### config.mk
export PLATFORM = sky130hd
export DESIGN_NAME = pio_edge_irq_deb
export DESIGN_NICKNAME = d
export VERILOG_FILES = /design/src/rtl/pio_edge_irq_pkg.sv /design/src/rtl/pio_deb_bit.sv /design/src/rtl/pio_edge_irq_deb.sv
export SDC_FILE = /design/constraint.sdc
export NUM_CORES = 1
export LEC_CHECK = 0
export ABC_AREA = 1
export BUFFER_PORTS_ARGS = -buffer_cell sky130_fd_sc_hd__clkbuf_2
export CAP_MARGIN = 20
export CORE_MARGIN = 5
export CORE_UTILIZATION = 30
export CTS_CLUSTER_DIAMETER = 60
export DETAILED_ROUTE_END_ITERATION = 8
export PLACE_DENSITY_LB_ADDON = 0.25
export SLEW_MARGIN = 15
export SYNTH_ARGS = -nofsm -noshare
export SYNTH_HDL_FRONTEND = slang
export SYNTH_HIERARCHICAL = 1
export SYNTH_SLANG_ARGS = --single-unit
### constraint.sdc
create_clock -name clk -period 3 [get_ports clk]
set_input_delay 0 -clock clk [delete_from_list [all_inputs] [get_ports clk]]
set_output_delay 0 -clock clk [all_outputs]
set_load 0.005 [all_outputs]
### src/rtl/pio_edge_irq_pkg.sv
// Shared definitions for the edge-capturing, debounced input PIO:
// register word addresses and the read-path zero-extension helper.
package pio_edge_irq_pkg;

    localparam logic [2:0] ADDR_DATA       = 3'd0;
    localparam logic [2:0] ADDR_DEB_PERIOD = 3'd1;
    localparam logic [2:0] ADDR_IRQ_MASK   = 3'd2;
    localparam logic [2:0] ADDR_EDGE_CAP   = 3'd3;
    localparam logic [2:0] ADDR_RISE_EN    = 3'd4;
    localparam logic [2:0] ADDR_FALL_EN    = 3'd5;

    // Keep only the low 'w' bits of a 32-bit bus value (w in 1..32).
    function automatic logic [31:0] rd_zext(input logic [31:0] v, input int unsigned w);
        logic [31:0] mask;
        mask = (w >= 32) ? 32'hFFFF_FFFF : ((32'h1 << w) - 32'h1);
        return v & mask;
    endfunction

endpackage

### src/rtl/pio_deb_bit.sv
// One input bit: multi-flop synchroniser followed by a counter-based
// debounce filter. 'q' is the accepted stable level, 'u' pulses in the
// cycle whose clock edge moves q to the new level.
module pio_deb_bit
    import pio_edge_irq_pkg::*;
#(
    parameter int SYNC_STAGES = 2,
    parameter int DEB_W       = 16
) (
    input  logic             clk,
    input  logic             reset_n,
    input  logic             din,
    input  logic [DEB_W-1:0] period,
    output logic             q,
    output logic             u
);

    logic [SYNC_STAGES-1:0] r_sync;
    logic [DEB_W-1:0]       r_cnt;
    logic                   r_q;
    logic                   w_s;
    logic                   w_diff;
    logic                   w_accept;

    // Shift the raw asynchronous input through the synchroniser chain.
    always_ff @(posedge clk or negedge reset_n) begin
        if (!reset_n) begin
            r_sync <= '0;
        end else begin
            // NOTE: sequential state uses non-blocking assignments so every
            // flop samples pre-edge values regardless of statement order.
            r_sync <= {r_sync[SYNC_STAGES-2:0], din};
        end
    end

    assign w_s      = r_sync[SYNC_STAGES-1];
    assign w_diff   = (w_s != r_q);
    // '>=' rather than '==' so lowering the period mid-count still accepts
    // on the next cycle instead of waiting for the counter to wrap.
    assign w_accept = w_diff && (r_cnt >= period);

    // Count consecutive cycles where the synchronised input disagrees with q.
    always_ff @(posedge clk or negedge reset_n) begin
        if (!reset_n) begin
            r_cnt <= '0;
            r_q   <= 1'b0;
        end else if (!w_diff) begin
            r_cnt <= '0;
        end else if (w_accept) begin
            r_q   <= w_s;
            r_cnt <= '0;
        end else begin
            r_cnt <= r_cnt + 1'b1;
        end
    end

    assign q = r_q;
    assign u = w_accept;

endmodule

### src/rtl/pio_edge_irq_deb.sv
// Avalon-MM input PIO with per-bit synchroniser/debounce, selectable
// rising/falling edge capture (write-1-to-clear) and one level IRQ.
module pio_edge_irq_deb
    import pio_edge_irq_pkg::*;
#(
    parameter int WIDTH       = 10,
    parameter int SYNC_STAGES = 2,
    parameter int DEB_W       = 16,
    parameter int DEB_RESET   = 0
) (
    input  logic             clk,
    input  logic             reset_n,
    input  logic [2:0]       address,
    input  logic             chipselect,
    input  logic             write_n,
    input  logic [31:0]      writedata,
    input  logic [WIDTH-1:0] in_port,
    output logic [31:0]      readdata,
    output logic             irq
);

    logic [DEB_W-1:0] r_period;
    logic [WIDTH-1:0] r_mask;
    logic [WIDTH-1:0] r_cap;
    logic [WIDTH-1:0] r_rise_en;
    logic [WIDTH-1:0] r_fall_en;
    logic [31:0]      r_readdata;

    logic [WIDTH-1:0] w_q;
    logic [WIDTH-1:0] w_u;
    logic [WIDTH-1:0] w_set;
    logic [WIDTH-1:0] w_clr;
    logic [31:0]      w_rd;
    logic             w_wr;
    logic             w_unused_wdata;

    // Per-bit synchroniser and debounce filter.
    for (genvar g = 0; g < WIDTH; g++) begin : g_bit
        pio_deb_bit #(
            .SYNC_STAGES (SYNC_STAGES),
            .DEB_W       (DEB_W)
        ) u_bit (
            .clk     (clk),
            .reset_n (reset_n),
            .din     (in_port[g]),
            .period  (r_period),
            .q       (w_q[g]),
            .u       (w_u[g])
        );
    end

    assign w_wr = chipselect & ~write_n;

    // An update always moves q to the opposite level, so the new level is ~q.
    assign w_set = (w_u & ~w_q & r_rise_en) | (w_u & w_q & r_fall_en);
    assign w_clr = (w_wr && (address == ADDR_EDGE_CAP)) ? writedata[WIDTH-1:0] : '0;

    // Upper write-data bits beyond the register widths are don't-care.
    assign w_unused_wdata = ^writedata;

    // Control registers written from the bus.
    always_ff @(posedge clk or negedge reset_n) begin
        if (!reset_n) begin
            r_period  <= DEB_W'(DEB_RESET);
            r_mask    <= '0;
            r_rise_en <= '1;
            r_fall_en <= '1;
        end else if (w_wr) begin
            case (address)
                ADDR_DEB_PERIOD: r_period  <= writedata[DEB_W-1:0];
                ADDR_IRQ_MASK:   r_mask    <= writedata[WIDTH-1:0];
                ADDR_RISE_EN:    r_rise_en <= writedata[WIDTH-1:0];
                ADDR_FALL_EN:    r_fall_en <= writedata[WIDTH-1:0];
                default: ;
            endcase
        end
    end

    // Edge capture: a new edge beats a same-cycle clear so no event is lost.
    always_ff @(posedge clk or negedge reset_n) begin
        if (!reset_n) begin
            r_cap <= '0;
        end else begin
            r_cap <= (r_cap & ~w_clr) | w_set;
        end
    end

    // Read mux, zero-extended to the bus width.
    always_comb begin
        // NOTE: default assignment first so no path leaves w_rd unassigned,
        // which would otherwise infer a latch.
        w_rd = '0;
        case (address)
            ADDR_DATA:       w_rd = rd_zext(32'(w_q),       WIDTH);
            ADDR_DEB_PERIOD: w_rd = rd_zext(32'(r_period),  DEB_W);
            ADDR_IRQ_MASK:   w_rd = rd_zext(32'(r_mask),    WIDTH);
            ADDR_EDGE_CAP:   w_rd = rd_zext(32'(r_cap),     WIDTH);
            ADDR_RISE_EN:    w_rd = rd_zext(32'(r_rise_en), WIDTH);
            ADDR_FALL_EN:    w_rd = rd_zext(32'(r_fall_en), WIDTH);
            default:         w_rd = '0;
        endcase
    end

    // Registered read data, updated every cycle regardless of chipselect.
    always_ff @(posedge clk or negedge reset_n) begin
        if (!reset_n) begin
            r_readdata <= '0;
        end else begin
            r_readdata <= w_rd;
        end
    end

    assign readdata = r_readdata;
    assign irq      = |(r_cap & r_mask);

endmodule

==> flow_metrics.tcl, run 1 <==
set metrics [dict create \
    start_util 0.302 \
    gp_congestion 0.778 \
    vdd_drop_max_mv 0.301 \
    area.growth.synth_to_final_pct 15.8 \
    grt_start_max_net_pins 84 \
    final_common_cell "nand2_1" \
    ioPinCount 82 \
    gr-total-overflow 0 \
    antenna_found_initial 4 \
    leakage_nw 9.61 \
    synthMuxAreaShare 0 \
    seqCellArea_um2 6580 \
    period_needed_ns 2.35 \
    fin_crit_sh 0.783 \
    clock_path_buffers 3 \
    first_pass_iters 5 \
    synthAdderAreaFrac 0.125 \
    crit_type "flip-flop to flip-flop" \
    total_power_mw 10.4 \
    drtIter0Drc 790 \
    clk_pin_slew_ns 0.05 \
    setup_viol 0 \
    cts_resized 0 \
    syn_inst 2067 \
    drcViolationCount 0 \
    drive_gt1_frac 0.175 \
    n_fill_cell 5844 \
    fp.dieH_um 248 \
    start_kind "flip-flop" \
    post-place-ws_ns 0.611 \
    via_per_inst 4.49 \
    htreeDepth 2 \
    worst_pin_slew_ns 0.729 \
    fin_nets 2402 \
    dp_hpwl_um 30400 \
    fp.dieW_um 248 \
    report.final.hold_viol_count 0 \
    row_count 87 \
    critPathCaptureType "flip-flop" \
    arrival_ns 2.80 \
    dpl_cell_area_um2 18200 \
    maxCapViolCount 0 \
    yosys_warnings 6 \
    maxSlewViolCount 0 \
    cts_root_buf "clkbuf_16" \
    syn_avg_cell_area_um2 8.22 \
    mostFrequentLayoutCells "nand2_1, inv_1, dfrtp_1" \
    synth_top_family_by_area "simple AND/OR/NAND/NOR gates" \
    grt_pass1_vias 13200 \
    max-slew-margin-rel 0.514 \
    setup_ws_ns 0.650 \
    worst-endpoint-required_ns 3.45 \
    synth_compound_area_frac 0.0801 \
    grt_usage 0.144 \
    die-area_um2 61500 \
    cts-buffers-inserted 37 \
    ys_ff_latch 262 \
    rsz0062_at_grt "false" \
    synthSimpleGateAreaFrac 0.268 \
    final_area_um2 19700 \
    cp_max_fo 16 \
    fin_setup_tns_ns 0 \
    synth_xor_xnor_area_share 0.0464 \
    p_per_area_nw_per_um2 529 \
    fmax_ghz 0.426 \
    ant_nets 0 \
    port_buffers 49 \
    vias 13300 \
    drt_wl_total_um 43100 \
    cts_tree "yes" \
    core_region_area_um2 56300 \
    status "complete, no violations" \
    multi_input_area_um2 8890 \
    grt_pass1_wl_um 70300 \
    synth_cell_type_count 33 \
    seq_area_frac_synth 0.387 \
    skew_ns 0.0147 \
    synth_area_um2 17000 \
    utilization 0.350 \
    wire_per_inst_um 14.5 \
    cts.sinks 262 \
    hp-class "primary input to asynchronous set/reset pin" \
    clk_latency_ns 0.54 \
]
-- layout make-up --
type / instances / share of cell area
Clock inverter: 13 / 0.00776
Clock buffer: 51 / 0.0513
Multi-Input combinational cell: 1442 / 0.452
Timing Repair Buffer: 111 / 0.0433
Antenna cell: 1 / 0.000127
Tap cell: 756 / 0.0481
Inverter: 329 / 0.0628
Sequential cell: 262 / 0.335
-- state kept, by name, indices dropped and copies added (netlist names) --
name,cells
g_bit.u_bit/r_cnt,160
g_bit.u_bit/r_sync,20
r_period,16
readdata,16
g_bit.u_bit/q,10
r_cap,10
r_fall_en,10
r_mask,10
r_rise_en,10
-- routing by layer --
layer	up-vias	part of all wire	global-route usage
li1	6753	-	-
met1	6310	0.47	0.194
met2	176	0.47	0.241
met3	61	0.040	0.0227
met4	4	0.023	0.0395
met5	-	0.00058	0
-- path summary, 6_finish.rpt --
check                                         startpoint                        to  slack (ns)  cells after the start
worst max register to register               r_period[1]   g_bit[5].u_bit/r_cnt[0]        0.65                     12
max in group asynchronous                        reset_n              r_rise_en[2]        2.03                      3
worst max-delay path                         r_period[1]   g_bit[5].u_bit/r_cnt[0]        0.65                     12
worst min register to register  g_bit[4].u_bit/r_sync[0]  g_bit[4].u_bit/r_sync[1]        0.33                      0
worst min-delay path                             reset_n   g_bit[1].u_bit/r_cnt[6]        0.06                      2
min in group clk                              in_port[7]  g_bit[7].u_bit/r_sync[0]        0.11                      2
-- Yosys cell counts --
library cell	instances	area (um2)
ha_1	170	2130
nor3_1	10	50.1
o21bai_1	10	75.1
inv_2	2	7.51
o211ai_1	10	75.1
or2_2	10	62.6
nor2_1	139	522
buf_4	16	120
a21oi_2	20	175
o21a_1	10	75.1
o21ai_1	46	230
nand3_4	11	193
clkbuf_1	10	37.5
a21oi_1	51	255
buf_2	13	65.1
clkinv_1	10	37.5
dfstp_2	20	526
o21ai_0	80	400
nor2_4	22	248
nand3_1	75	375
xnor2_1	20	175
buf_6	10	113
a21boi_0	10	75.1
dfrtp_1	242	6060
conb_1	1	3.75
nand2_1	448	1680
xor2_1	70	613
nand2_2	21	131
inv_1	317	1190
nand4_1	40	250
nor2_2	123	769
nand3_2	20	200
nand3b_1	10	75.1
-- logic make-up after synthesis --
logic type,Yosys count
adders and majority gates,170
and+or+nand+nor,929
xor gates and xnor gates,90
other,1
AOI/OAI and AO/OA,237
buffers and inverters,378
DFF,262
-- critical path, cell delays in order (launching register included) --
cell and delay, ns:
dfrtp_1 0.69, buf_4 0.28, inv_1 0.06, ha_1 0.30, nand2_1 0.07, nor2_1 0.04
nor2_1 0.07, nand2_1 0.07, nand2_1 0.06, nand2_1 0.08, nand2_2 0.12, nand3_4 0.24
nor2_1 0.18
-- report_power, final --
part           total, mW  switching, mW  internal [mW]
registers           4.06          0.240           3.82
clock network       4.25           1.65           2.61
logic               2.09           1.37          0.728
total               10.4           3.25           7.15
-- per-stage QoR --
stage	instances	hold WS, ns
floorplan	2082	-0.296
global placement	2873	0.0669
detailed placement	2873	0.0662
CTS	2964	0.0714
global route	2964	0.0868
finish	2965	0.0572
-- what timing repair did --
| item | in CTS | in global routing |
|---|---|---|
| endpoints found under the hold margin | 159 | 0 |
| buffers inserted | 0 | 0 |
| hold buffers | 27 | 0 |
| setup endpoints to repair | 0 | 0 |
Power figures use the tool's default switching activity.
==> run 2: changes to the inputs <==
--- a/config.mk
+++ b/config.mk
@@ -5,7 +5,7 @@
 export SDC_FILE = /design/constraint.sdc
 export NUM_CORES = 1
 export LEC_CHECK = 0
-export ABC_AREA = 1
+export ABC_AREA = 0
 export BUFFER_PORTS_ARGS = -buffer_cell sky130_fd_sc_hd__clkbuf_2
 export CAP_MARGIN = 20
 export CORE_MARGIN = 5
==> constraint.sdc (replaced) <==
create_clock -name clk -period 1.95 [get_ports clk]
set_input_delay 0 -clock clk [delete_from_list [all_inputs] [get_ports clk]]
set_output_delay 0 -clock clk [all_outputs]
set_load 0.005 [all_outputs]
==> flow_metrics.tcl, run 2 <==
set metrics [dict create \
    slowest_delay_ns 0.52 \
    drcViolationCount 0 \
    yosys-top-cells-area "dfrtp_1, ha_1, xnor2_1" \
    p_sw_frac 0.338 \
    grt_start_max_net_pins 63 \
    synth_flop_cell "dfrtp_1" \
    row_count 84 \
    critical_path_buf_inv_count 3 \
    start_util 0.304 \
    core_region_area_um2 52900 \
    violations "setup timing" \
    final_area_um2 22700 \
    synth_cell_type_count 47 \
    syn_avg_cell_area_um2 10.5 \
    gr-total-overflow 0 \
    dp_hpwl_um 34200 \
    first_pass_iters 4 \
    mostFrequentLayoutCells "dfrtp_1, buf_4, inv_1" \
    synth-edff-count 0 \
    die-area_um2 58300 \
    drtIter0Drc 639 \
    p_int_mw 14.3 \
    combPwrFrac 0.347 \
    maxSlewViolCount 0 \
    drt_wl_total_um 46800 \
    worstPathCellList "buf_12 -> buf_12 -> inv_6 -> ha_4 -> and3_4 -> nand3_4 -> or4_4 -> o211ai_4 -> mux2_4" \
    gp_congestion 0.839 \
    area.growth.synth_to_final_pct 41.4 \
    via_per_inst 4.82 \
    worst-endpoint-required_ns 2.37 \
    yosys.area.top_type "dfrtp_1" \
    gr-max-usage-layer "met2" \
    met2_usage 0.263 \
    port_buffers 49 \
    grtUsageMet3 0.0290 \
    critPathSlowestCell "or4_4" \
    htreeDepth 2 \
    fp.dieH_um 242 \
    whs_ns 0.0762 \
    switchingPower_mw 7.31 \
    synth_async_sr_flop_share 1.00 \
    skew_ns 0.0157 \
    cp_common_cell "buf_12" \
    fin_setup_tns_ns -54.40 \
    setup_viol 180 \
    synth_top_area_frac 0.377 \
    largest_register_ffs 160 \
    critPathCaptureType "flip-flop" \
    hp-class "primary input to flip-flop" \
    start_kind "flip-flop" \
    max-slew-margin-rel 0.645 \
    pwr-share-seq 0.324 \
    total_power_mw 21.6 \
    cp_max_fo 5 \
    period_needed_ns 2.35 \
    clockPowerShare 0.329 \
    drive_gt1_frac 0.409 \
    crit_type "flip-flop to flip-flop" \
    reg_top3 "g_bit.u_bit/r_cnt (160), g_bit.u_bit/r_sync (20)" \
    clock_path_buffers 3 \
    cts_root_buf "clkbuf_16" \
    vias 12500 \
    arrival_ns 2.77 \
    fin_crit_sh 1.20 \
    cts_tree "yes" \
    setup_ws_ns -0.399 \
    antenna_found_initial 2 \
    ant_nets 0 \
    maxCapViolCount 0 \
    fmax_ghz 0.426 \
    final_common_cell "dfrtp_1" \
    synth_area_um2 16100 \
    fp.dieW_um 242 \
    wire_per_inst_um 18.0 \
    regMostFlops "g_bit.u_bit/r_cnt" \
    yosysMostFrequentCell "dfrtp_1" \
    ioPinCount 82 \
    grt_pass1_wl_um 75000 \
    n_fill_cell 4982 \
    cts.sinks 262 \
    leakage_nw 10.2 \
    grt_usage 0.160 \
    status "finished with violations" \
    vdd_drop_max_mv 0.627 \
    crit_family "simple AND/OR/NAND/NOR gates" \
    clk_pin_slew_ns 0.06 \
    worst_pin_slew_ns 0.532 \
    report.final.hold_viol_count 0 \
    p_per_area_nw_per_um2 951 \
    clk_latency_ns 0.54 \
    syn_inst 1538 \
    fin_nets 2109 \
    synthTopCellsByCount "dfrtp_1, inv_1, ha_1" \
    seq_area_frac_synth 0.409 \
    rsz0062_at_grt "true" \
    grt_util_met1 0.218 \
    cts-buffers-inserted 36 \
    ys_ff_latch 262 \
    diodes 0 \
    grt_pass1_vias 13300 \
    dpl_cell_area_um2 19900 \
    yosys_warnings 6 \
]
==> run 2: cells by family after synthesis <==
family | count (synthesis) | synth area share
flip-flops | 262 | 0.409
other | 1 | 0.000233
AO/OA/AOI/OAI | 162 | 0.0758
buffers and inverters | 231 | 0.0650
XOR/XNOR | 150 | 0.0817
AND/OR/NAND/NOR | 474 | 0.169
adder cells (fa/ha/maj) | 170 | 0.132
multiplexers | 88 | 0.0671
==> run 2: power groups by stage <==
| stage | Sequential, mW | Clock (mW) | Combinational, mW |
|---|---|---|---|
| floorplan | 6.98 | 0 | 3.73 |
| global placement | 7.11 | 0 | 6.52 |
| detailed placement | 7.12 | 0 | 6.67 |
| CTS | 6.98 | 7.33 | 7.27 |
| global route | 7.08 | 7.56 | 8.26 |
| finish | 7.00 | 7.12 | 7.50 |
==> run 2: worst paths after layout <==
check	depth (start not counted)	start	end	slack (ns)
worst min register to register	0	g_bit[3].u_bit/r_sync[0]	g_bit[3].u_bit/r_sync[1]	0.35
max in group asynchronous	3	reset_n	g_bit[8].u_bit/r_cnt[7]	1.43
worst min-delay path	2	address[2]	readdata[0]	0.08
worst max register to register	9	r_period[14]	g_bit[7].u_bit/q	-0.40
min in group asynchronous	3	reset_n	g_bit[5].u_bit/r_cnt[3]	0.12
worst max-delay path	9	r_period[14]	g_bit[7].u_bit/q	-0.40
==> run 2: stage by stage <==
stage                      util  worst slack, ns  std cells
after floorplan               -           -0.170       1553
after global placement    0.377           -0.447       2486
after detailed placement  0.377           -0.507       2486
after CTS                 0.420           -0.380       2594
after global routing      0.430           -0.442       2603
final                     0.430           -0.399       2603
==> run 2: timing repair <==
action                                  in CTS  in global routing
cloned                                       2                  3
endpoints found under the hold margin      308                  0
pin swaps                                   51                 53
endpoints found under the setup margin     180                181
setup buffers                               15                  7
hold buffers                                28                  0
gates resized for setup                    113                 95
==> run 2: worst reg2reg max path, stage by stage, from the launching register on <==
cell and delay, ns:
dfrtp_4 0.43, buf_12 0.15, buf_12 0.13, inv_6 0.03
ha_4 0.25, and3_4 0.19, nand3_4 0.06, or4_4 0.52
o211ai_4 0.14, mux2_4 0.33
==> run 2: layout make-up <==
cell class / count / area [um2] / area share
Timing Repair Buffer: 350 / 3110 / 0.137
Inverter: 180 / 706 / 0.0310
Tap cell: 688 / 861 / 0.0379
Multi-Input combinational cell: 1060 / 10200 / 0.449
Clock buffer: 48 / 1020 / 0.0447
Sequential cell: 262 / 6590 / 0.290
Clock inverter: 15 / 251 / 0.0111
==> run 2: metal layers <==
layer	routed length, um	vias up
li1	-	6102
met1	22100	6212
met2	22000	162
met3	1610	70
met4	1120	2
met5	11	-
